**src/rtl/wb_commit_if.sv**
```systemverilog
// Signal bundle around the writeback/commit stage: MEM-side instruction fields, the CSR file
// interface, the GPR write port and the flush/redirect outputs.
interface wb_commit_if;
    logic        ms_valid;
    logic        ws_allowin;
    logic [31:0] ms_pc;
    logic        ms_rf_we;
    logic [4:0]  ms_rf_waddr;
    logic [31:0] ms_rf_wdata;
    logic        ms_ex;
    logic [5:0]  ms_ecode;
    logic [8:0]  ms_esubcode;
    logic        ms_ertn;
    logic [13:0] ms_csr_num;
    logic        ms_csr_re;
    logic        ms_csr_we;
    logic [31:0] ms_csr_wvalue;
    logic [31:0] ms_csr_wmask;
    logic        has_int;
    logic [31:0] ex_entry;
    logic [31:0] era_pc;
    logic [31:0] csr_rvalue;
    logic [79:0] csr_ctrl;
    logic [48:0] csr_in_bus;
    logic        flush;
    logic [31:0] flush_target;
    logic        rf_we;
    logic [4:0]  rf_waddr;
    logic [31:0] rf_wdata;
    logic [31:0] debug_wb_pc;

    modport slave (
        input  ms_valid, ms_pc, ms_rf_we, ms_rf_waddr, ms_rf_wdata,
        input  ms_ex, ms_ecode, ms_esubcode, ms_ertn,
        input  ms_csr_num, ms_csr_re, ms_csr_we, ms_csr_wvalue, ms_csr_wmask,
        input  has_int, ex_entry, era_pc, csr_rvalue,
        output ws_allowin, csr_ctrl, csr_in_bus, flush, flush_target,
        output rf_we, rf_waddr, rf_wdata, debug_wb_pc
    );

    modport master (
        output ms_valid, ms_pc, ms_rf_we, ms_rf_waddr, ms_rf_wdata,
        output ms_ex, ms_ecode, ms_esubcode, ms_ertn,
        output ms_csr_num, ms_csr_re, ms_csr_we, ms_csr_wvalue, ms_csr_wmask,
        output has_int, ex_entry, era_pc, csr_rvalue,
        input  ws_allowin, csr_ctrl, csr_in_bus, flush, flush_target,
        input  rf_we, rf_waddr, rf_wdata, debug_wb_pc
    );
endinterface

```
**src/rtl/wb_commit.sv**
```systemverilog
// Writeback/commit stage: holds one instruction for a single cycle, resolves interrupt,
// exception and ERTN precedence, drives CSR/GPR writes and redirects the pipe on a flush.
module wb_commit #(
    parameter logic [5:0] ECODE_INT = 6'h00,
    parameter int         DRAIN_CYC = 1
) (
    input  logic        clk,
    input  logic        reset,
    wb_commit_if.slave  bus
);

    typedef enum logic [0:0] {
        ST_RUN   = 1'b0,
        ST_DRAIN = 1'b1
    } state_t;

    localparam logic [1:0] LP_DRAIN_LAST = 2'(DRAIN_CYC - 1);

    state_t      r_state;
    logic [1:0]  r_drain_cnt;

    logic        r_ws_valid;
    logic [31:0] r_pc;
    logic        r_rf_we;
    logic [4:0]  r_rf_waddr;
    logic [31:0] r_rf_wdata;
    logic        r_ex;
    logic [5:0]  r_ecode;
    logic [8:0]  r_esubcode;
    logic        r_ertn;
    logic [13:0] r_csr_num;
    logic        r_csr_re;
    logic        r_csr_we;
    logic [31:0] r_csr_wvalue;
    logic [31:0] r_csr_wmask;

    logic        w_int;
    logic        w_ex;
    logic        w_ertn;
    logic        w_flush;
    logic        w_allowin;
    logic [5:0]  w_ecode;
    logic [8:0]  w_esubcode;
    logic [31:0] w_pc;
    logic [31:0] w_flush_target;
    logic        w_rf_we;
    logic [4:0]  w_rf_waddr;
    logic [31:0] w_rf_wdata;
    logic [79:0] w_csr_ctrl;

    // Commit precedence: interrupt over carried exception over ERTN; bubbles see none of it.
    always_comb begin
        w_int      = 1'b0;
        w_ex       = 1'b0;
        w_ertn     = 1'b0;
        w_ecode    = 6'h00;
        w_esubcode = 9'h000;
        w_pc       = 32'h0;
        if (r_ws_valid) begin
            w_int  = bus.has_int;
            w_ex   = bus.has_int | r_ex;
            w_ertn = r_ertn & ~w_ex;
            w_pc   = r_pc;
            if (bus.has_int) begin
                w_ecode    = ECODE_INT;
                w_esubcode = 9'h000;
            end else begin
                w_ecode    = r_ecode;
                w_esubcode = r_esubcode;
            end
        end else begin
            w_int = 1'b0;
        end
    end

    // Redirect target and stage handshake; a flushing commit refuses the next instruction.
    always_comb begin
        w_flush        = w_ex | w_ertn;
        w_flush_target = 32'h0;
        if (w_ex) begin
            w_flush_target = bus.ex_entry;
        end else if (w_ertn) begin
            w_flush_target = bus.era_pc;
        end else begin
            w_flush_target = 32'h0;
        end
        w_allowin = (r_state == ST_RUN) & ~w_flush;
    end

    // Architectural side effects, suppressed when the instruction takes an exception.
    always_comb begin
        w_rf_we    = 1'b0;
        w_rf_waddr = 5'd0;
        w_rf_wdata = 32'h0;
        w_csr_ctrl = 80'h0;
        if (r_ws_valid) begin
            w_rf_we    = r_rf_we & ~w_ex;
            w_rf_waddr = r_rf_waddr;
            if (r_csr_re) begin
                w_rf_wdata = bus.csr_rvalue;
            end else begin
                w_rf_wdata = r_rf_wdata;
            end
            w_csr_ctrl = {r_csr_num, r_csr_re, r_csr_we & ~w_ex, r_csr_wvalue, r_csr_wmask};
        end else begin
            w_rf_we = 1'b0;
        end
    end

    assign bus.ws_allowin   = w_allowin;
    assign bus.csr_ctrl     = w_csr_ctrl;
    assign bus.csr_in_bus   = {w_ertn, w_ex, w_ecode, w_esubcode, w_pc};
    assign bus.flush        = w_flush;
    assign bus.flush_target = w_flush_target;
    assign bus.rf_we        = w_rf_we;
    assign bus.rf_waddr     = w_rf_waddr;
    assign bus.rf_wdata     = w_rf_wdata;
    assign bus.debug_wb_pc  = w_pc;

    // Instruction capture from MEM; the stage empties whenever nothing is accepted.
    always_ff @(posedge clk or posedge reset) begin
        if (reset) begin
            r_ws_valid   <= 1'b0;
            r_pc         <= 32'h0;
            r_rf_we      <= 1'b0;
            r_rf_waddr   <= 5'd0;
            r_rf_wdata   <= 32'h0;
            r_ex         <= 1'b0;
            r_ecode      <= 6'h00;
            r_esubcode   <= 9'h000;
            r_ertn       <= 1'b0;
            r_csr_num    <= 14'h0;
            r_csr_re     <= 1'b0;
            r_csr_we     <= 1'b0;
            r_csr_wvalue <= 32'h0;
            r_csr_wmask  <= 32'h0;
        end else if (bus.ms_valid && w_allowin) begin
            r_ws_valid   <= 1'b1;
            r_pc         <= bus.ms_pc;
            r_rf_we      <= bus.ms_rf_we;
            r_rf_waddr   <= bus.ms_rf_waddr;
            r_rf_wdata   <= bus.ms_rf_wdata;
            r_ex         <= bus.ms_ex;
            r_ecode      <= bus.ms_ecode;
            r_esubcode   <= bus.ms_esubcode;
            r_ertn       <= bus.ms_ertn;
            r_csr_num    <= bus.ms_csr_num;
            r_csr_re     <= bus.ms_csr_re;
            r_csr_we     <= bus.ms_csr_we;
            r_csr_wvalue <= bus.ms_csr_wvalue;
            r_csr_wmask  <= bus.ms_csr_wmask;
        end else begin
            r_ws_valid   <= 1'b0;
        end
    end

    // Run/drain control: after a flush the wrong-path MEM slot(s) are discarded.
    always_ff @(posedge clk or posedge reset) begin
        if (reset) begin
            r_state     <= ST_RUN;
            r_drain_cnt <= 2'd0;
        end else begin
            case (r_state)
                ST_RUN: begin
                    if (w_flush) begin
                        r_state     <= ST_DRAIN;
                        r_drain_cnt <= LP_DRAIN_LAST;
                    end else begin
                        r_state     <= ST_RUN;
                    end
                end
                ST_DRAIN: begin
                    if (r_drain_cnt == 2'd0) begin
                        r_state     <= ST_RUN;
                    end else begin
                        r_drain_cnt <= r_drain_cnt - 2'd1;
                    end
                end
                default: begin
                    r_state     <= ST_RUN;
                    r_drain_cnt <= 2'd0;
                end
            endcase
        end
    end

    wb_commit_chk u_chk (
        .clk        (clk),
        .reset      (reset),
        .wb_ex      (w_ex),
        .ertn_flush (w_ertn),
        .flush      (w_flush),
        .allowin    (w_allowin)
    );

endmodule

// Invariants of the commit outputs.
module wb_commit_chk (
    input logic clk,
    input logic reset,
    input logic wb_ex,
    input logic ertn_flush,
    input logic flush,
    input logic allowin
);
    a_ex_ertn_excl: assert property (@(posedge clk) disable iff (reset) !(wb_ex && ertn_flush))
        else $error("wb_ex and ertn_flush high together");
    a_flush_src: assert property (@(posedge clk) disable iff (reset) flush == (wb_ex || ertn_flush))
        else $error("flush without a cause");
    a_flush_blocks: assert property (@(posedge clk) disable iff (reset) !(flush && allowin))
        else $error("allowin high during flush");
endmodule

```
**src/flat_wrapper.sv**
```systemverilog
// flat-port wrapper written by rule: the top's interface ports become plain ports
module wb_commit_flat 
#(
    parameter logic [5:0] ECODE_INT = 6'h00,
    parameter int         DRAIN_CYC = 1
)
  (clk, reset, bus_ms_valid, bus_ms_pc, bus_ms_rf_we, bus_ms_rf_waddr, bus_ms_rf_wdata, bus_ms_ex, bus_ms_ecode, bus_ms_esubcode, bus_ms_ertn, bus_ms_csr_num, bus_ms_csr_re, bus_ms_csr_we, bus_ms_csr_wvalue, bus_ms_csr_wmask, bus_has_int, bus_ex_entry, bus_era_pc, bus_csr_rvalue, bus_ws_allowin, bus_csr_ctrl, bus_csr_in_bus, bus_flush, bus_flush_target, bus_rf_we, bus_rf_waddr, bus_rf_wdata, bus_debug_wb_pc);
  wb_commit_if bus_i ();
  input  logic clk;
  input  logic reset;
  input wire logic [$bits(bus_i.ms_valid)-1:0] bus_ms_valid;
  input wire logic [$bits(bus_i.ms_pc)-1:0] bus_ms_pc;
  input wire logic [$bits(bus_i.ms_rf_we)-1:0] bus_ms_rf_we;
  input wire logic [$bits(bus_i.ms_rf_waddr)-1:0] bus_ms_rf_waddr;
  input wire logic [$bits(bus_i.ms_rf_wdata)-1:0] bus_ms_rf_wdata;
  input wire logic [$bits(bus_i.ms_ex)-1:0] bus_ms_ex;
  input wire logic [$bits(bus_i.ms_ecode)-1:0] bus_ms_ecode;
  input wire logic [$bits(bus_i.ms_esubcode)-1:0] bus_ms_esubcode;
  input wire logic [$bits(bus_i.ms_ertn)-1:0] bus_ms_ertn;
  input wire logic [$bits(bus_i.ms_csr_num)-1:0] bus_ms_csr_num;
  input wire logic [$bits(bus_i.ms_csr_re)-1:0] bus_ms_csr_re;
  input wire logic [$bits(bus_i.ms_csr_we)-1:0] bus_ms_csr_we;
  input wire logic [$bits(bus_i.ms_csr_wvalue)-1:0] bus_ms_csr_wvalue;
  input wire logic [$bits(bus_i.ms_csr_wmask)-1:0] bus_ms_csr_wmask;
  input wire logic [$bits(bus_i.has_int)-1:0] bus_has_int;
  input wire logic [$bits(bus_i.ex_entry)-1:0] bus_ex_entry;
  input wire logic [$bits(bus_i.era_pc)-1:0] bus_era_pc;
  input wire logic [$bits(bus_i.csr_rvalue)-1:0] bus_csr_rvalue;
  output wire logic [$bits(bus_i.ws_allowin)-1:0] bus_ws_allowin;
  output wire logic [$bits(bus_i.csr_ctrl)-1:0] bus_csr_ctrl;
  output wire logic [$bits(bus_i.csr_in_bus)-1:0] bus_csr_in_bus;
  output wire logic [$bits(bus_i.flush)-1:0] bus_flush;
  output wire logic [$bits(bus_i.flush_target)-1:0] bus_flush_target;
  output wire logic [$bits(bus_i.rf_we)-1:0] bus_rf_we;
  output wire logic [$bits(bus_i.rf_waddr)-1:0] bus_rf_waddr;
  output wire logic [$bits(bus_i.rf_wdata)-1:0] bus_rf_wdata;
  output wire logic [$bits(bus_i.debug_wb_pc)-1:0] bus_debug_wb_pc;
  assign bus_i.ms_valid = bus_ms_valid;
  assign bus_i.ms_pc = bus_ms_pc;
  assign bus_i.ms_rf_we = bus_ms_rf_we;
  assign bus_i.ms_rf_waddr = bus_ms_rf_waddr;
  assign bus_i.ms_rf_wdata = bus_ms_rf_wdata;
  assign bus_i.ms_ex = bus_ms_ex;
  assign bus_i.ms_ecode = bus_ms_ecode;
  assign bus_i.ms_esubcode = bus_ms_esubcode;
  assign bus_i.ms_ertn = bus_ms_ertn;
  assign bus_i.ms_csr_num = bus_ms_csr_num;
  assign bus_i.ms_csr_re = bus_ms_csr_re;
  assign bus_i.ms_csr_we = bus_ms_csr_we;
  assign bus_i.ms_csr_wvalue = bus_ms_csr_wvalue;
  assign bus_i.ms_csr_wmask = bus_ms_csr_wmask;
  assign bus_i.has_int = bus_has_int;
  assign bus_i.ex_entry = bus_ex_entry;
  assign bus_i.era_pc = bus_era_pc;
  assign bus_i.csr_rvalue = bus_csr_rvalue;
  assign bus_ws_allowin = bus_i.ws_allowin;
  assign bus_csr_ctrl = bus_i.csr_ctrl;
  assign bus_csr_in_bus = bus_i.csr_in_bus;
  assign bus_flush = bus_i.flush;
  assign bus_flush_target = bus_i.flush_target;
  assign bus_rf_we = bus_i.rf_we;
  assign bus_rf_waddr = bus_i.rf_waddr;
  assign bus_rf_wdata = bus_i.rf_wdata;
  assign bus_debug_wb_pc = bus_i.debug_wb_pc;
  wb_commit #(.ECODE_INT(ECODE_INT), .DRAIN_CYC(DRAIN_CYC)) u_core (.clk(clk), .reset(reset), .bus(bus_i));
endmodule
```
**config.mk**
```make
export PLATFORM = sky130hd
export DESIGN_NAME = wb_commit_flat
export DESIGN_NICKNAME = d
export VERILOG_FILES = /design/src/rtl/wb_commit_if.sv /design/src/rtl/wb_commit.sv /design/src/flat_wrapper.sv
export SDC_FILE = /design/constraint.sdc
export NUM_CORES = 1
export LEC_CHECK = 0
export CAP_MARGIN = 40
export CORE_AREA = 2 2 195 197
export CTS_CLUSTER_DIAMETER = 200
export DETAILED_ROUTE_END_ITERATION = 12
export DIE_AREA = 0 0 197 199
export GPL_TIMING_DRIVEN = 0
export SYNTH_ARGS = -nofsm -noshare
export SYNTH_HDL_FRONTEND = slang
export SYNTH_HIERARCHICAL = 1
export SYNTH_SLANG_ARGS = --single-unit
```
**constraint.sdc**
```tcl
create_clock -name clk -period 8.01 [get_ports clk]
set_clock_uncertainty 0.05 [all_clocks]
set_input_delay 1.602 -clock clk [delete_from_list [all_inputs] [get_ports clk]]
set_output_delay 1.602 -clock clk [all_outputs]
set_load 0.005 [all_outputs]
```
==> results.md <==
- Outcome: finished clean
- TritonCTS clock tree: yes
- Die Span X: 197 um
- Hold_buf cts: 0
- Hold EP: u_core/r_ecode[2]
- Reg power frac: 33.8%
- DR WL/cell: 18.3 um
- # port buffers: 499
- Core area: 0.0371 mm2
- Synth Register Bits: 171
- Vias in the first global route: 7469
- Most frequent cells in the layout: clkdlybuf4s50_1, dfrtp_1, and2_1
- Clock transition at path regs: 60 ps
- Worst path arrival time: 3750 ps
- CTS sink cnt: 171
- HP Start: u_core/r_ecode[2]
- Comb pwr share: 45.4%
- Post-Place Cells: 1642
- Synth Flop Type: dfrtp_1
- Iter 0 DRT Violations: 159
- GRT Total Usage: 15.4%
- Drt drc: 0
- Total power: 4.46 mW
- Final Util: 39.9%
- Crit-path most repeated cell: clkdlybuf4s50_1
- Slew @ Worst Pin: 688 ps
- Busiest grt layer: met2
- Mapped Area: 0.00852 mm2
- Avg Cell Area, Syn: 12.8 um2
- Syn. warnings: 6
- Tcrit/Tclk final: 67.5%
- Max Buffers Root-to-Sink: 2
- Slew HR: 54.1%
- RR Startpoint: u_core/r_ex
- Final instance area: 0.0148 mm2
- Largest net degree at the start of global routing: 94
- Fillers: 3599
- Leakage: 6.02 nW
- IO Count: 500
- Skew-Pair Late Insertion Delay: 440 ps
- Critical Path Max Stage Delay: 550 ps
- Vias/cell: 4.19
- Commonest non-fill, non-tap cell in the layout: clkdlybuf4s50_1
- Final #Nets: 1455
- Final setup vio count: 0
- RR Endpoint: u_core/r_pc[12]
- Met1 Track Usage GR: 16.6%
- Hold WS: 427 ps
- Crit Path Max Fanout: 10
- Critical-path cell list: clkdlybuf4s50_1, nor3_1, buf_2, a22o_1, clkdlybuf4s50_1
- Async SR Flop Fraction: 100%
- Top-area cell type share of the netlist area: 50.2%
- CP Capture Type: output port
- Cells after Synth: 668
- Postcts setup bufs: 0
- Worst Hold Path Cells: 1
- Area Overhead vs Synth: 73.6%
- Reg2Reg Depth: 5
- DP HPWL: 24300 um
- Starting Density: 23.0%
- PostCTS Resize Cnt: 0
- GR Util met3: 4.34%
- Seq/Total Area, Yosys: 50.2%
- Root buf cell: clkbuf_16
- Crit start category: input port
- Die area: 0.0392 mm2
- Grt total ovfl: 0
- Library cells used by synthesis: 26
- DP Area: 0.0141 mm2
- First-pass GRT wire length: 44600 um
- Placer Congestion: 0.783
- Hold crit path type: reg2reg
- Peak VDD IR: 183 uV
- Power share of the clock group: 20.8%
- Initial antenna violation count: 1
- Post-synth EDFFs: 0
- First drt pass iteration count: 4
- Site Rows: 71
- Sw frac: 29.4%
- Drt total wl: 30600 um
- Final cell count without fillers: 1674
- Antenna Nets Post-Route: 0
- Slowest library cell on the worst path: nor3_1
- Max-cap violations: 0
- CP Class: in2out
- Net Switching: 1.31 mW
- RSZ-0062 raised after global routing: no
- Final hold vios: 0
- H-Tree Depth: 4
- Flop-to-flop setup slack: 5900 ps
- FMAX: 185 MHz
- DR vias: 7009
- Pint: 3.15 mW
- Data required time of the critical path: 6360 ps
- Max Transition Viols Final: 0
- Fin crit period: 5400 ps
- Top cells by area, synth: dfrtp_1, mux2_1, and2_1, mux2_2, mux2i_1
- Met2 usage: 28.3%
- Die Ht: 199 um
- Share of cells above drive strength 1: 13.4%
- Pwr dens: 301 mW/mm2
- Num CTS Buffers: 17
- Mapped Nets: 936
- Cell taking the most area after synthesis: dfrtp_1
==> Yosys cell counts, drive strengths merged (2+ instances only) <==
master,number
a22o,34
inv,4
nor2b,33
clkbuf,21
dfrtp,171
nor2,3
mux2i,33
nand3,2
and2,131
buf,59
mux2,166
and3b,2
==> state kept, by name, indices dropped and copies added (netlist names) <==
| name | cells |
|---|---|
| u_core/r_csr_wmask | 32 |
| u_core/r_csr_wvalue | 32 |
| u_core/r_pc | 32 |
| u_core/r_rf_wdata | 32 |
| u_core/r_csr_num | 14 |
| u_core/r_esubcode | 9 |
| u_core/r_ecode | 6 |
| u_core/r_rf_waddr | 5 |
| u_core/r_drain_cnt | 2 |
| u_core/r_csr_re | 1 |
| u_core/r_csr_we | 1 |
| u_core/r_ertn | 1 |
| u_core/r_ex | 1 |
| u_core/r_rf_we | 1 |
| u_core/r_state | 1 |
| u_core/r_ws_valid | 1 |
==> power by group through the flow <==
stage          sequential [mW]  combinational (mW)  clock (mW)
2_1_floorplan             1.45                1.09           0
3_3_place_gp              1.51                2.04           0
3_5_place_dp              1.53                2.06           0
4_1_cts                   1.51                2.07       0.967
5_1_grt                   1.57                2.20       0.995
6_report                  1.51                2.03       0.926
==> worst max-delay path by stage <==
stage                      from               endpoint
floorplan                 reset    u_core/r_csr_num[0]
global placement          reset  u_core/r_rf_wdata[10]
detailed placement  bus_has_int   bus_flush_target[25]
CTS                 bus_has_int   bus_flush_target[25]
global route        bus_has_int   bus_flush_target[25]
finish              bus_has_int   bus_flush_target[25]
==> kinds of logic after synthesis <==
| kind of cell | after synthesis | share of synthesized area [%] |
|---|---|---|
| AND/OR/NAND/NOR | 175 | 12.8 |
| adder cells (fa/ha/maj) | 1 | 0.147 |
| buffers and inverters | 84 | 7.07 |
| AO/OA/AOI/OAI | 38 | 3.95 |
| flip-flops | 171 | 50.2 |
| multiplexers | 199 | 25.8 |
==> area by class of cell <==
type / count / area (um2) / area share (%)
clock inverter: 11 / 194 / 1.31
timing repair buffer: 500 / 5020 / 33.9
tap: 474 / 593 / 4.01
sequential: 171 / 4280 / 28.9
antenna: 2 / 5.00 / 0.0338
multi-input combinational: 413 / 3640 / 24.6
inverter: 4 / 22.5 / 0.152
clock buffer: 19 / 453 / 3.06
buffer: 80 / 588 / 3.97
==> metrics by stage <==
step | setup TNS, ps | setup WS (ps)
6_report | 0 | 2610
4_1_cts | 0 | 2560
3_5_place_dp | 0 | 2560
2_1_floorplan | 0 | 1730
3_3_place_gp | -215170 | -1290
5_1_grt | 0 | 2410
==> critical path, delay by kind of cell <==
family	cells	cell delay, ps
buffers and inverters	3	1350
AO/OA/AOI/OAI	1	260
AND/OR/NAND/NOR	1	550
==> per-layer routing <==
metal,part of all wire (%),vias up
met5,0,-
met4,1.8,0
met3,6.7,25
met2,52,275
met1,39,3430
li1,-,3279
Power figures use the tool's default switching activity.
